### src/rtl/serial_add_ctrl_if.sv
// Operand/result handshake bundle for the bit-serial adder controller.
// master = producer/consumer side, slave = controller side.
interface serial_add_ctrl_if #(
  parameter int unsigned WIDTH = 8
);
  logic             in_valid;
  logic             in_ready;
  logic [WIDTH-1:0] a;
  logic [WIDTH-1:0] b;
  logic             cin;
  logic             out_valid;
  logic             out_ready;
  logic [WIDTH-1:0] sum;
  logic             cout;
  logic             busy;

  modport master (
    output in_valid, a, b, cin, out_ready,
    input  in_ready, out_valid, sum, cout, busy
  );

  modport slave (
    input  in_valid, a, b, cin, out_ready,
    output in_ready, out_valid, sum, cout, busy
  );
endinterface

### src/rtl/serial_add_ctrl.sv
// Bit-serial adder controller: one shared 1-bit full-add slice swept LSB first
// over WIDTH cycles, with valid/ready handshakes on operands and result.
module serial_add_ctrl #(
  parameter int unsigned WIDTH = 8
) (
  input logic              clk,
  input logic              rst_n,
  serial_add_ctrl_if.slave io
);

  localparam int unsigned CNT_W = (WIDTH > 1) ? $clog2(WIDTH) : 1;

  if (WIDTH < 2 || WIDTH > 32) begin : g_bad_width
    $error("serial_add_ctrl: WIDTH must be in 2..32");
  end

  typedef enum logic [1:0] {
    ST_IDLE = 2'd0,
    ST_RUN  = 2'd1,
    ST_DONE = 2'd2
  } state_e;

  state_e           state_q, state_d;
  logic [WIDTH-1:0] a_sh_q, a_sh_d;
  logic [WIDTH-1:0] b_sh_q, b_sh_d;
  logic [WIDTH-1:0] sum_q, sum_d;
  logic [CNT_W-1:0] cnt_q, cnt_d;
  logic             carry_q, carry_d;
  logic             cout_q, cout_d;
  logic             in_ready_q, in_ready_d;
  logic             out_valid_q, out_valid_d;
  logic             busy_q, busy_d;

  // Shared adder slice: two half-adder stages, carries merged by OR
  logic s1, c1, s2, c2, carry_nxt;
  assign s1        = a_sh_q[0] ^ b_sh_q[0];
  assign c1        = a_sh_q[0] & b_sh_q[0];
  assign s2        = s1 ^ carry_q;
  assign c2        = s1 & carry_q;
  assign carry_nxt = c1 | c2;

  always_ff @(posedge clk) begin
    if (!rst_n) begin
      state_q     <= ST_IDLE;
      a_sh_q      <= '0;
      b_sh_q      <= '0;
      sum_q       <= '0;
      cnt_q       <= '0;
      carry_q     <= 1'b0;
      cout_q      <= 1'b0;
      in_ready_q  <= 1'b1;
      out_valid_q <= 1'b0;
      busy_q      <= 1'b0;
    end else begin
      state_q     <= state_d;
      a_sh_q      <= a_sh_d;
      b_sh_q      <= b_sh_d;
      sum_q       <= sum_d;
      cnt_q       <= cnt_d;
      carry_q     <= carry_d;
      cout_q      <= cout_d;
      in_ready_q  <= in_ready_d;
      out_valid_q <= out_valid_d;
      busy_q      <= busy_d;
    end
  end

  always_comb begin
    state_d = state_q;
    a_sh_d  = a_sh_q;
    b_sh_d  = b_sh_q;
    sum_d   = sum_q;
    cnt_d   = cnt_q;
    carry_d = carry_q;
    cout_d  = cout_q;

    unique case (state_q)
      ST_IDLE: begin
        if (io.in_valid) begin
          state_d = ST_RUN;
          a_sh_d  = io.a;
          b_sh_d  = io.b;
          carry_d = io.cin;
          cnt_d   = '0;
          sum_d   = '0;
        end
      end
      ST_RUN: begin
        sum_d   = {s2, sum_q[WIDTH-1:1]};
        a_sh_d  = {1'b0, a_sh_q[WIDTH-1:1]};
        b_sh_d  = {1'b0, b_sh_q[WIDTH-1:1]};
        carry_d = carry_nxt;
        // Last slice: latch carry-out; counter holds so it never wraps
        if (cnt_q == CNT_W'(WIDTH - 1)) begin
          state_d = ST_DONE;
          cout_d  = carry_nxt;
        end else begin
          cnt_d = cnt_q + CNT_W'(1);
        end
      end
      ST_DONE: begin
        if (io.out_ready) begin
          state_d = ST_IDLE;
        end
      end
      default: begin
        state_d = ST_IDLE;
      end
    endcase

    // Handshake flags registered from the next state
    in_ready_d  = (state_d == ST_IDLE);
    out_valid_d = (state_d == ST_DONE);
    busy_d      = (state_d != ST_IDLE);
  end

  assign io.in_ready  = in_ready_q;
  assign io.out_valid = out_valid_q;
  assign io.busy      = busy_q;
  assign io.sum       = sum_q;
  assign io.cout      = cout_q;

endmodule

### src/flat_wrapper.sv
// flat-port wrapper written by rule: the top's interface ports become plain ports
module serial_add_ctrl_flat 
#(
  parameter int unsigned WIDTH = 8
)
  (clk, rst_n, io_in_valid, io_a, io_b, io_cin, io_out_ready, io_in_ready, io_out_valid, io_sum, io_cout, io_busy);
  serial_add_ctrl_if #(.WIDTH(WIDTH)) io_i ();
  input logic clk;
  input logic rst_n;
  input wire logic [$bits(io_i.in_valid)-1:0] io_in_valid;
  input wire logic [$bits(io_i.a)-1:0] io_a;
  input wire logic [$bits(io_i.b)-1:0] io_b;
  input wire logic [$bits(io_i.cin)-1:0] io_cin;
  input wire logic [$bits(io_i.out_ready)-1:0] io_out_ready;
  output wire logic [$bits(io_i.in_ready)-1:0] io_in_ready;
  output wire logic [$bits(io_i.out_valid)-1:0] io_out_valid;
  output wire logic [$bits(io_i.sum)-1:0] io_sum;
  output wire logic [$bits(io_i.cout)-1:0] io_cout;
  output wire logic [$bits(io_i.busy)-1:0] io_busy;
  assign io_i.in_valid = io_in_valid;
  assign io_i.a = io_a;
  assign io_i.b = io_b;
  assign io_i.cin = io_cin;
  assign io_i.out_ready = io_out_ready;
  assign io_in_ready = io_i.in_ready;
  assign io_out_valid = io_i.out_valid;
  assign io_sum = io_i.sum;
  assign io_cout = io_i.cout;
  assign io_busy = io_i.busy;
  serial_add_ctrl #(.WIDTH(WIDTH)) u_core (.clk(clk), .rst_n(rst_n), .io(io_i));
endmodule
### config.mk
export PLATFORM = sky130hd
export DESIGN_NAME = serial_add_ctrl_flat
export DESIGN_NICKNAME = d
export VERILOG_FILES = /design/src/rtl/serial_add_ctrl_if.sv /design/src/rtl/serial_add_ctrl.sv /design/src/flat_wrapper.sv
export SDC_FILE = /design/constraint.sdc
export NUM_CORES = 1
export LEC_CHECK = 0
export BUFFER_PORTS_ARGS = -buffer_cell sky130_fd_sc_hd__buf_4
export CORE_MARGIN = 1.5
export CORE_UTILIZATION = 55
export DETAILED_ROUTE_END_ITERATION = 6
export PLACE_DENSITY_LB_ADDON = 0.15
export SYNTH_ARGS = -nofsm -noshare
export SYNTH_HDL_FRONTEND = slang
export SYNTH_SLANG_ARGS = --single-unit
export TNS_END_PERCENT = 30
### constraint.sdc
create_clock -name clk -period 3.7 [get_ports clk]
set_input_delay 0.37 -clock clk [delete_from_list [all_inputs] [get_ports clk]]
set_output_delay 0.37 -clock clk [all_outputs]
set_load 0.1 [all_outputs]
# ---- Yosys cells after proc, flatten, opt, wreduce, memory -nomap -nowiden
# Index checks and enable logic that the tools add are counted.
dict set report totals {
  rom_bits 0
  latch_bits 0
  regBits 34
  out_inout_bits 12
  input_bits 21
  n_memories 0
  wordCells 44
  mem_bits_rw 0
}
dict set report classes {
  addsub 1
  mul 0
  shifts 0
  div_mod_pow 0
  eq_ne 6
  n_reduce_logical 7
  magnitude_cmp 0
  n_bitwise 5
  n_mux 15
}
# cell n
set op_table {}
lappend op_table {{$pmux W8 S2} 3}
lappend op_table {{$mux W8} 3}
lappend op_table {{$mux W2} 3}
lappend op_table {{$mux W3} 2}
lappend op_table {{$pmux W2 S3} 1}
lappend op_table {{$pmux W3 S2} 1}
lappend op_table {{$eq A2 B2 Y1 const B} 2}
lappend op_table {{$logic_not A2 Y1} 2}
lappend op_table {{$ne A2 B2 Y1 const B} 2}
lappend op_table {{$reduce_and A2 Y1} 2}
lappend op_table {{$reduce_bool A2 Y1} 2}
lappend op_table {{$add A3 B1 Y3 const B} 1}
lappend op_table {{$eq A3 B3 Y1 const B} 1}
lappend op_table {{$reduce_and A3 Y1} 1}
lappend op_table {{$and A1 B1 Y1} 2}
lappend op_table {{$eq A2 B1 Y1 const B} 1}
lappend op_table {{$pmux W1 S2} 1}
lappend op_table {{$xor A1 B1 Y1} 2}
lappend op_table {{$mux W1} 1}
lappend op_table {{$or A1 B1 Y1} 1}

# ---- Logic depth before layout (Yosys ltp)
# Gate-level depths: netlist (run 1).
dict set report depth {
  word_depth 4
  depth_mapped 6
  ltp_nobuf 5
}

# ---- Worst setup path before layout (run 1)
# No wires, ideal clock.
dict set report synth_path {
  path_kind {register to register}
  startpoint {register u_core.cnt_q[0]}
  endpoint {register u_core.cnt_q[1]}
  arrival_ps 1300
  required_ps 3627
  n_path_buf 1
  path_slack_ps 2327
  period_less_slack_ps 1373
  setup_ps 73
  stages_incl_launch_ff 7
  cell_sequence {dfxtp_1 -> ha_1 -> ha_1 -> clkbuf_1 -> nor4bb_1 -> a31oi_1 -> a21oi_1}
}
dict set report synth_between {
  elab_chain_len 3
  elab_cells_between_ends 6
  classes_between {1 x add/sub; 2 x eq/ne; 2 x mux; 1 x reduce/logical}
}
# item line_no
set synth_rtl {}
lappend synth_rtl {{start, declared} serial_add_ctrl.sv:27} ;# logic [CNT_W-1:0] cnt_q, cnt_d;
lappend synth_rtl {{start signal, assigned} serial_add_ctrl.sv:59} ;# cnt_q <= cnt_d;
lappend synth_rtl {{$add A3 B1 Y3 or $eq A3 B3 Y1 (tied branches)} {serial_add_ctrl.sv:98, serial_add_ctrl.sv:94}}
lappend synth_rtl {{$mux W3 or $ne A2 B2 Y1 (tied branches)} -}
lappend synth_rtl {{$pmux W3 S2 or $reduce_and A3 Y1 (tied branches)} -}
# Several ways; a longest one is shown, not always the timed one. The select of a mux whose other input is x is not followed.
# A chain may end at the register's enable or synchronous reset.

# ---- Worst setup path in the final report (run 1)
dict set report layout_path {
  startpoint {register u_core.state_q[0]}
  endpoint {register u_core.a_sh_q[2]}
}
dict set report layout_between {
  elab_chain_len 3
  elab_cells_between_ends 6
  classes_between {2 x eq/ne; 1 x mux; 3 x reduce/logical}
}
# item line_no
set layout_rtl {}
lappend layout_rtl {{start, declared} serial_add_ctrl.sv:23} ;# state_e state_q, state_d;
lappend layout_rtl {{start signal, assigned} serial_add_ctrl.sv:55} ;# state_q <= state_d;
lappend layout_rtl {{$eq A2 B1 Y1 or $logic_not A2 Y1 (tied branches)} serial_add_ctrl.sv:77} ;# unique case (state_q)
lappend layout_rtl {{$reduce_bool A2 Y1 (no line) or $ne A2 B2 Y1 (tied branches)} -}
lappend layout_rtl {{$reduce_and A2 Y1 (no line)} -}
lappend layout_rtl {{end signal, assigned} serial_add_ctrl.sv:56} ;# a_sh_q <= a_sh_d;
lappend layout_rtl {{end, declared} serial_add_ctrl.sv:24} ;# logic [WIDTH-1:0] a_sh_q, a_sh_d;
# Several ways; a longest one is shown, not always the timed one.

==> results of run 1 <==
[power groups by stage]
| stage | combinational [mW] | clock [mW] | sequential, mW |
|---|---|---|---|
| finish | 0.126 | 0.212 | 0.397 |
| global route | 0.137 | 0.230 | 0.400 |
| CTS | 0.127 | 0.219 | 0.397 |
| detailed placement | 0.126 | 0 | 0.406 |
| global placement | 0.123 | 0 | 0.405 |
| floorplan | 0.0827 | 0 | 0.424 |
[kinds of logic after synthesis]
family                   after synthesis  share of synthesized area
AO/OA/AOI/OAI                         39                      0.230
adder cells (fa/ha/maj)                3                     0.0296
buffers and inverters                 20                     0.0887
flip-flops                            34                      0.447
multiplexers                          13                     0.0855
AND/OR/NAND/NOR                       38                      0.119
[final cells by class]
| cell class | count | area share |
|---|---|---|
| multi-input cells | 93 | 0.402 |
| flip-flops and latches | 34 | 0.387 |
| repair buffers | 33 | 0.141 |
| clock buffers | 7 | 0.0313 |
| well taps | 30 | 0.0213 |
| inverters | 7 | 0.0149 |
| clock inverters | 1 | 0.00284 |
[worst paths after layout]
| kind | to | from | slack [ns] |
|---|---|---|---|
| max | u_core.a_sh_q[2] | u_core.state_q[0] | 2.16 |
| min reg2reg | u_core.cnt_q[1] | u_core.cnt_q[1] | 0.49 |
| min | u_core.a_sh_q[7] | io_a[7] | 0.28 |
| max reg2reg | u_core.a_sh_q[2] | u_core.state_q[0] | 2.16 |
[worst min-delay path, delay by kind of cell]
family / cells / cell delay (ns)
AOI/OAI and AO/OA: 1 / 0.06
buffers and inverters: 1 / 0.08
and+or+nand+nor: 1 / 0.08
[through the flow]
| step | std cells | worst slack [ns] | power (mW) | area, sq um |
|---|---|---|---|---|
| 6_report | 205 | 2.16 | 0.735 | 1760 |
| 5_1_grt | 205 | 2.03 | 0.768 | 1760 |
| 4_1_cts | 205 | 2.16 | 0.743 | 1760 |
| 3_5_place_dp | 197 | 2.13 | 0.532 | 1700 |
| 3_3_place_gp | 197 | 2.17 | 0.527 | 1700 |
| 2_1_floorplan | 147 | 2.33 | 0.506 | 1520 |
[flip-flops by register name, summed over array words and instances (netlist names)]
name and flops:
u_core.a_sh_q 8, u_core.b_sh_q 8, u_core.io.sum 8, u_core.cnt_q 3, u_core.state_q 2, u_core.carry_q 1
u_core.io.busy 1, u_core.io.cout 1, u_core.io.in_ready 1, u_core.io.out_valid 1
[layer usage]
layer	GRT usage	part of all wire	up-vias
met4	0.105	0.026	0
met1	0.234	0.46	516
li1	-	-	580
met2	0.311	0.46	29
met5	0	0	-
met3	0.0535	0.050	8
[layout by cell type (no fill, tap or decap)]
master     n
nor2_1    26
a211oi_2  10
a211oi_1   4
o221a_2    2
inv_1      7
clkbuf_4   5
ha_1       2
o21bai_4   1
nor3b_1    4
o21ai_0    1
mux2i_1   13
clkinv_2   1
nor4b_1    1
nand2_1    3
nor4bb_1   1
o21ba_4    1
a311oi_1   1
clkbuf_1   1
clkbuf_8   1
nor2b_4    1
a31oi_1    3
a21oi_1    6
nand3_1    2
buf_4     33
dfxtp_1   34
fa_1       1
a22oi_1   10
==> impl_metrics.yaml, run 1 <==
outcome:
  status: "complete, no violations"
clock_tree:
  cts.root.buffer_cell: "clkbuf_4"
  cts_setup_buffers: 0
  cts_made_buffers: 5
  cts.sinks: 34
  cts_resized: 0
  holdBufCountCts: 0
  cts.clk_slew.worst_paths_ns: 0.10
  clock_latency_ns: 0.34
  htreeDepth: 2
  cts_tree: "yes"
  clock_path_buffers: 2
power:
  p_seq_frac: 0.541
  intPower_uw: 531
  ir_drop_v: 0.000363
  switching_share: 0.278
  leakage_nw: 0.735
  pwr_density_cell_nw_per_um2: 418
  p_comb_frac: 0.171
  power_frac_clock: 0.289
  p_sw_uw: 205
synthesis:
  synth.distinct_cells: 26
  syn_avg_cell_area_sq_um: 10.4
  ys_top_cells_by_count: "dfxtp_1 (34), nor2_1 (26), mux2i_1 (13), a211oi_2 (10), a22oi_1 (10)"
  synthTopCellsByArea: "dfxtp_1 (45%), mux2i_1 (8.5%), a211oi_2 (8.2%)"
  ys.flop_type: "dfxtp_1"
  yosysWarnings: 0
  yosysMostFrequentCell: "dfxtp_1"
  netlist_area_sq_um: 1520
  netlist.area_leader.share: 0.447
  yosysTopAreaCell: "dfxtp_1"
  syn_nets: 171
  ys_ff_latch: 34
  async_flop_share: 0
  synth_edf_count: 0
  netlist_instances: 147
  yosysSeqAreaShare: 0.447
sta:
  tightest_slew_ns: 1.09
  min_period_over_period: 0.417
  grt_setup_unrepaired: "no"
  slew_violations: 0
  setup_tns_ns: 0
  slew_headroom: 0.272
  hold-worst-slack_ns: 0.277
  finalSetupViolCount: 0
  fmax_ghz: 0.649
  period_minus_slack_ns: 1.54
  skew_ns: 0.00621
  hold_viol_final: 0
floorplanning:
  ios: 33
  core_sq_um: 2540
  die_area_sq_um: 3090
  rows: 18
  initial_core_util: 0.598
  die_width_um: 55.6
  die_h_um: 55.6
routing:
  first_pass_iters: 4
  routed_wl_mm: 2.74
  ant_nets: 0
  vias: 1133
  drtIter0Drc: 40
  viasPerCell: 5.53
  routedWlPerCell_um: 13.3
  drc: 0
placement:
  io_buffer_count: 32
  dp_hpwl_mm: 1.86
  place_congestion: 0.664
global_route:
  antenna_found_initial: 0
  grt_first_pass_wirelength_mm: 4.72
  grt_use_total: 0.193
  grt_max_degree: 31
  grt-ovfl-total: 0
  grt_pass1_vias: 1087
critical_path:
  critPathRequiredTime_ns: 3.94
  path_depth: 4
  path_delay_family: "compound AO/OA/AOI/OAI gates"
  crit_chain: "buf_4 -> o21ba_4 -> nor2_1 -> a211oi_1"
  cpPeakStageDelay_ns: 0.46
  reg2reg_depth: 4
  startpoint_type: "flip-flop"
  path_buf_inv: 1
  end_kind: "flip-flop"
  arrival_ns: 1.78
  crit_fanout: 29
  path_class: "reg -> reg"
  crit_path_top_delay_cell: "o21ba_4"
job:
  drv_cap: 0
cells_and_area:
  fillCellCount: 213
  final_nets: 198
  drive_gt1_frac: 0.314
  multiInputGateArea_sq_um: 707
  area_growth_pct: 15.5
  fin_util: 0.691
  diodes: 0
  regArea_sq_um: 681
min_path:
  hold_class: "in -> reg"
  whs_path_depth: 3
Note: power is estimated with default switching activity, not from simulation.
==> run 2, diff against run 1 <==
Settings changed: CORE_UTILIZATION 55 to 48.
Clock period 3.7 ns to 1.25 ns, I/O delays scaled along.
==> impl_metrics.yaml, run 2 (synthesis results as in run 1) <==
global_route:
  busiest_layer: "met2"
  grt_max_degree: 20
  grt-ovfl-total: 0
  grt_util_met2: 0.287
  grt_pass1_vias: 1063
  grt_use_met1: 0.228
  grt.met3_usage: 0.0808
  antenna_found_initial: 0
  grt_use_total: 0.188
  grt_first_pass_wirelength_mm: 4.72
critical_path:
  r2r-start: "u_core.a_sh_q[0]"
  path_class: "reg -> reg"
  crit_chain: "inv_2 -> fa_1 -> inv_1 -> a22oi_1 -> nor2_1"
  cpPeakStageDelay_ns: 0.53
  r2r_end: "u_core.io.sum[7]"
  end_kind: "flip-flop"
  r2r_slack_ns: -0.02
  crit_fanout: 2
  reg2reg_depth: 5
  crit_path_top_delay_cell: "fa_1"
  arrival_ns: 1.51
  startpoint_type: "flip-flop"
  critPathRequiredTime_ns: 1.49
clock_tree:
  cts_setup_buffers: 0
  clock_latency_ns: 0.34
  clock_path_buffers: 2
  cts.sinks: 34
  holdBufCountCts: 0
  cts_made_buffers: 5
  cts.root.buffer_cell: "clkbuf_4"
  cts_tree: "yes"
  htreeDepth: 2
  cts.clk_slew.worst_paths_ns: 0.11
min_path:
  whs_path_depth: 2
  min_to: "u_core.io.in_ready"
  worstHoldStart: "rst_n"
  hold_class: "in -> reg"
outcome:
  violations: "setup timing"
  status: "finished, violations left"
cells_and_area:
  area_growth_pct: 29.3
  final_nets: 208
  mostFrequentLayoutCell: "buf_4"
  drive_gt1_frac: 0.438
  most-common-layout-cells: "buf_4 (42), nor2_1 (26), dfxtp_1 (26)"
  diodes: 0
  fillCellCount: 265
floorplanning:
  ios: 33
  core_sq_um: 3030
  die_width_um: 59.3
  rows: 20
  initial_core_util: 0.503
  die_h_um: 59.3
  die_area_sq_um: 3520
placement:
  dp_hpwl_mm: 2.00
  io_buffer_count: 32
  place_congestion: 0.811
  pre_cts_ws_ns: -0.0159
sta:
  slew_violations: 0
  fin_ws_ns: -0.0218
  slew_headroom: 0.755
  finalSetupViolCount: 2
  fmax_ghz: 0.786
  skew_ns: 0.00907
  hold_viol_final: 0
  tightest_slew_ns: 0.367
  grt_setup_unrepaired: "yes"
  period_minus_slack_ns: 1.27
  min_period_over_period: 1.02
power:
  power.total_mw: 2.64
  pwr_density_cell_nw_per_um2: 1340
  leakage_nw: 0.815
  ir_drop_v: 0.00101
routing:
  ant_nets: 0
  routed_wl_mm: 2.92
  vias: 1166
  routedWlPerCell_um: 12.8
  first_pass_iters: 4
  drc: 0
  viasPerCell: 5.09
  drtIter0Drc: 36
job:
  drv_cap: 0
## run 2: timing repair
| item | CTS | global route |
|---|---|---|
| setup endpoints to repair | 9 | 10 |
| gates resized for setup | 3 | 7 |
| pin swaps | 0 | 5 |
| hold endpoints to repair | 0 | 0 |
## run 2: routing by layer
metal	up-vias	wire length [um]
li1	597	-
met1	529	1360
met2	38	1330
met3	2	206
met4	0	29
met5	-	0
## run 2: final cells by class
cell class,count,area (sq um),share of cell area
tap,44,55.1,0.0280
clock inverter,2,60.1,0.0305
sequential,34,691,0.351
timing repair buffer,43,335,0.170
multi-input combinational,93,749,0.381
clock buffer,6,51.3,0.0261
inverter,7,26.3,0.0134
## run 2: worst max-delay path by stage
stage | startpoint | endpoint | slack (ns) | cells past startpoint
2_1_floorplan | u_core.io.sum[1] | u_core.io.sum[0] | -0.06 | 2
3_3_place_gp | u_core.carry_q | u_core.io.sum[7] | 0.01 | 5
3_5_place_dp | u_core.carry_q | u_core.io.sum[7] | -0.02 | 5
4_1_cts | u_core.cnt_q[0] | u_core.cnt_q[1] | -0.02 | 5
5_1_grt | u_core.a_sh_q[0] | u_core.io.sum[7] | -0.07 | 5
6_report | u_core.a_sh_q[0] | u_core.io.sum[7] | -0.02 | 5
## run 2: metrics by stage
stage               TNS, ns  hold WS [ns]  cell area (sq um)   util  std cells
global placement          0         0.367               1840  0.607        221
detailed placement  -0.0167         0.370               1840  0.607        221
global route         -0.236        0.0103               1970  0.650        229
finish              -0.0261       0.00298               1970  0.650        229
CTS                 -0.0425       0.00792               1950  0.645        229
floorplan            -0.488         0.233               1570      -        147
## run 2: critical path: cells and delay by family (launching register included)
kind | cells | cell delay, ns
adder cells (fa/ha/maj) | 1 | 0.53
flip-flops | 1 | 0.35
buffers and inverters | 2 | 0.08
AND/OR/NAND/NOR | 1 | 0.07
AO/OA/AOI/OAI | 1 | 0.16
## run 2: power by group
part | internal [mW] | switching (mW)
sequential | 1.15 | 0.0399
clock | 0.678 | 0.374
combinational | 0.184 | 0.220
total | 2.01 | 0.634
==> run 3, diff against run 2 <==
Settings changed: CORE_UTILIZATION 48 to 37, MAX_ROUTING_LAYER set to met4.
==> impl_metrics.yaml, run 3 (synthesis results as in run 1) <==
outcome:
  status: "finished, violations left"
  violations: "setup timing"
critical_path:
  arrival_ns: 1.46
  r2r_slack_ns: -0.04
  critPathRequiredTime_ns: 1.42
  crit_fanout: 2
  end_kind: "flip-flop"
  startpoint_type: "flip-flop"
  path_class: "reg -> reg"
global_route:
  grt-ovfl-total: 0
  antenna_found_initial: 0
  grt_pass1_vias: 1176
  grt_max_degree: 20
  grt_use_total: 0.157
  grt_first_pass_wirelength_mm: 5.17
floorplanning:
  initial_core_util: 0.383
  core_sq_um: 3970
  die_area_sq_um: 4510
  die_width_um: 67.2
  die_h_um: 67.2
  ios: 33
  rows: 23
routing:
  ant_nets: 0
  vias: 1201
  routedWlPerCell_um: 13.6
  drtIter0Drc: 53
  routed_wl_mm: 3.23
  drc: 0
  first_pass_iters: 4
  viasPerCell: 5.05
sta:
  skew_ns: 0.00357
  grt_setup_unrepaired: "yes"
  fin_ws_ns: -0.0416
  period_minus_slack_ns: 1.29
  slew_violations: 0
  fmax_ghz: 0.774
  hold-worst-slack_ns: 0.0843
  slew_headroom: 0.786
  hold_viol_final: 0
  tightest_slew_ns: 0.320
  min_period_over_period: 1.03
  finalSetupViolCount: 2
clock_tree:
  clock_path_buffers: 2
  clock_latency_ns: 0.28
  cts.sinks: 34
  cts_made_buffers: 5
  cts.root.buffer_cell: "clkbuf_8"
  htreeDepth: 2
  cts.clk_slew.worst_paths_ns: 0.07
  holdBufCountCts: 0
  cts_tree: "yes"
power:
  leakage_nw: 0.838
  ir_drop_v: 0.000506
  pwr_density_cell_nw_per_um2: 1210
placement:
  dp_hpwl_mm: 2.34
  placed_area_sq_um: 1880
  pre_cts_ws_ns: -0.0936
  io_buffer_count: 32
  place_congestion: 0.757
cells_and_area:
  fin_util: 0.518
  fillCellCount: 389
  most-common-layout-cells: "buf_4 (41), dfxtp_1 (27), nor2_1 (25)"
  area_growth_pct: 35.0
  drive_gt1_frac: 0.463
  final_nets: 211
  mostFrequentLayoutCell: "buf_4"
  final_area_sq_um: 2060
  diodes: 0
job:
  drv_cap: 0
min_path:
  hold_class: "in -> reg"
==> run 3: layer usage <==
metal	GRT usage	vias up	routed length, um
li1	-	603	-
met3	0.0417	4	171
met1	0.172	565	1410
met4	0.0536	0	34
met2	0.275	29	1610
met5	-	-	0
==> run 3: through the flow <==
step | power, mW | std cells | setup TNS, ns
global route | 2.61 | 238 | -0.286
floorplan | 1.50 | 147 | -0.488
CTS | 2.50 | 235 | -0.0838
global placement | 1.62 | 227 | 0
detailed placement | 1.64 | 227 | -0.136
finish | 2.49 | 238 | -0.0494
==> run 3: worst paths after layout <==
| path | from | to | cells past startpoint |
|---|---|---|---|
| setup reg to reg | u_core.a_sh_q[0] | u_core.io.sum[7] | 5 |
| hold reg to reg | u_core.cnt_q[1] | u_core.cnt_q[1] | 2 |
| setup / recovery | u_core.a_sh_q[0] | u_core.io.sum[7] | 5 |
| hold / removal | io_b[7] | u_core.b_sh_q[7] | 3 |
==> run 3: what timing repair did <==
action | CTS | global route
setup endpoints to repair | 4 | 23
pin swaps | 2 | 5
resized for setup | 7 | 7
buffers inserted | 0 | 3
==> run 3: area by class of cell <==
type,instances,area (sq um),area share
clock buffer,6,82.6,0.0402
clock inverter,2,12.5,0.00609
inverter,7,26.3,0.0128
multi-input combinational,93,772,0.376
sequential,34,692,0.337
tap,50,62.6,0.0304
timing repair buffer,46,408,0.198
==> run 3: power by group <==
group	internal, mW	switching (mW)	total (mW)
clock	0.443	0.399	0.842
sequential	1.15	0.0409	1.19
combinational	0.220	0.235	0.455
total	1.81	0.675	2.49
==> run 3: critical path: stages (launching register included) <==
cell and delay (ns):
dfxtp_2 0.34, inv_2 0.04, fa_2 0.57, inv_2 0.04, a22oi_2 0.14, nor2_1 0.05
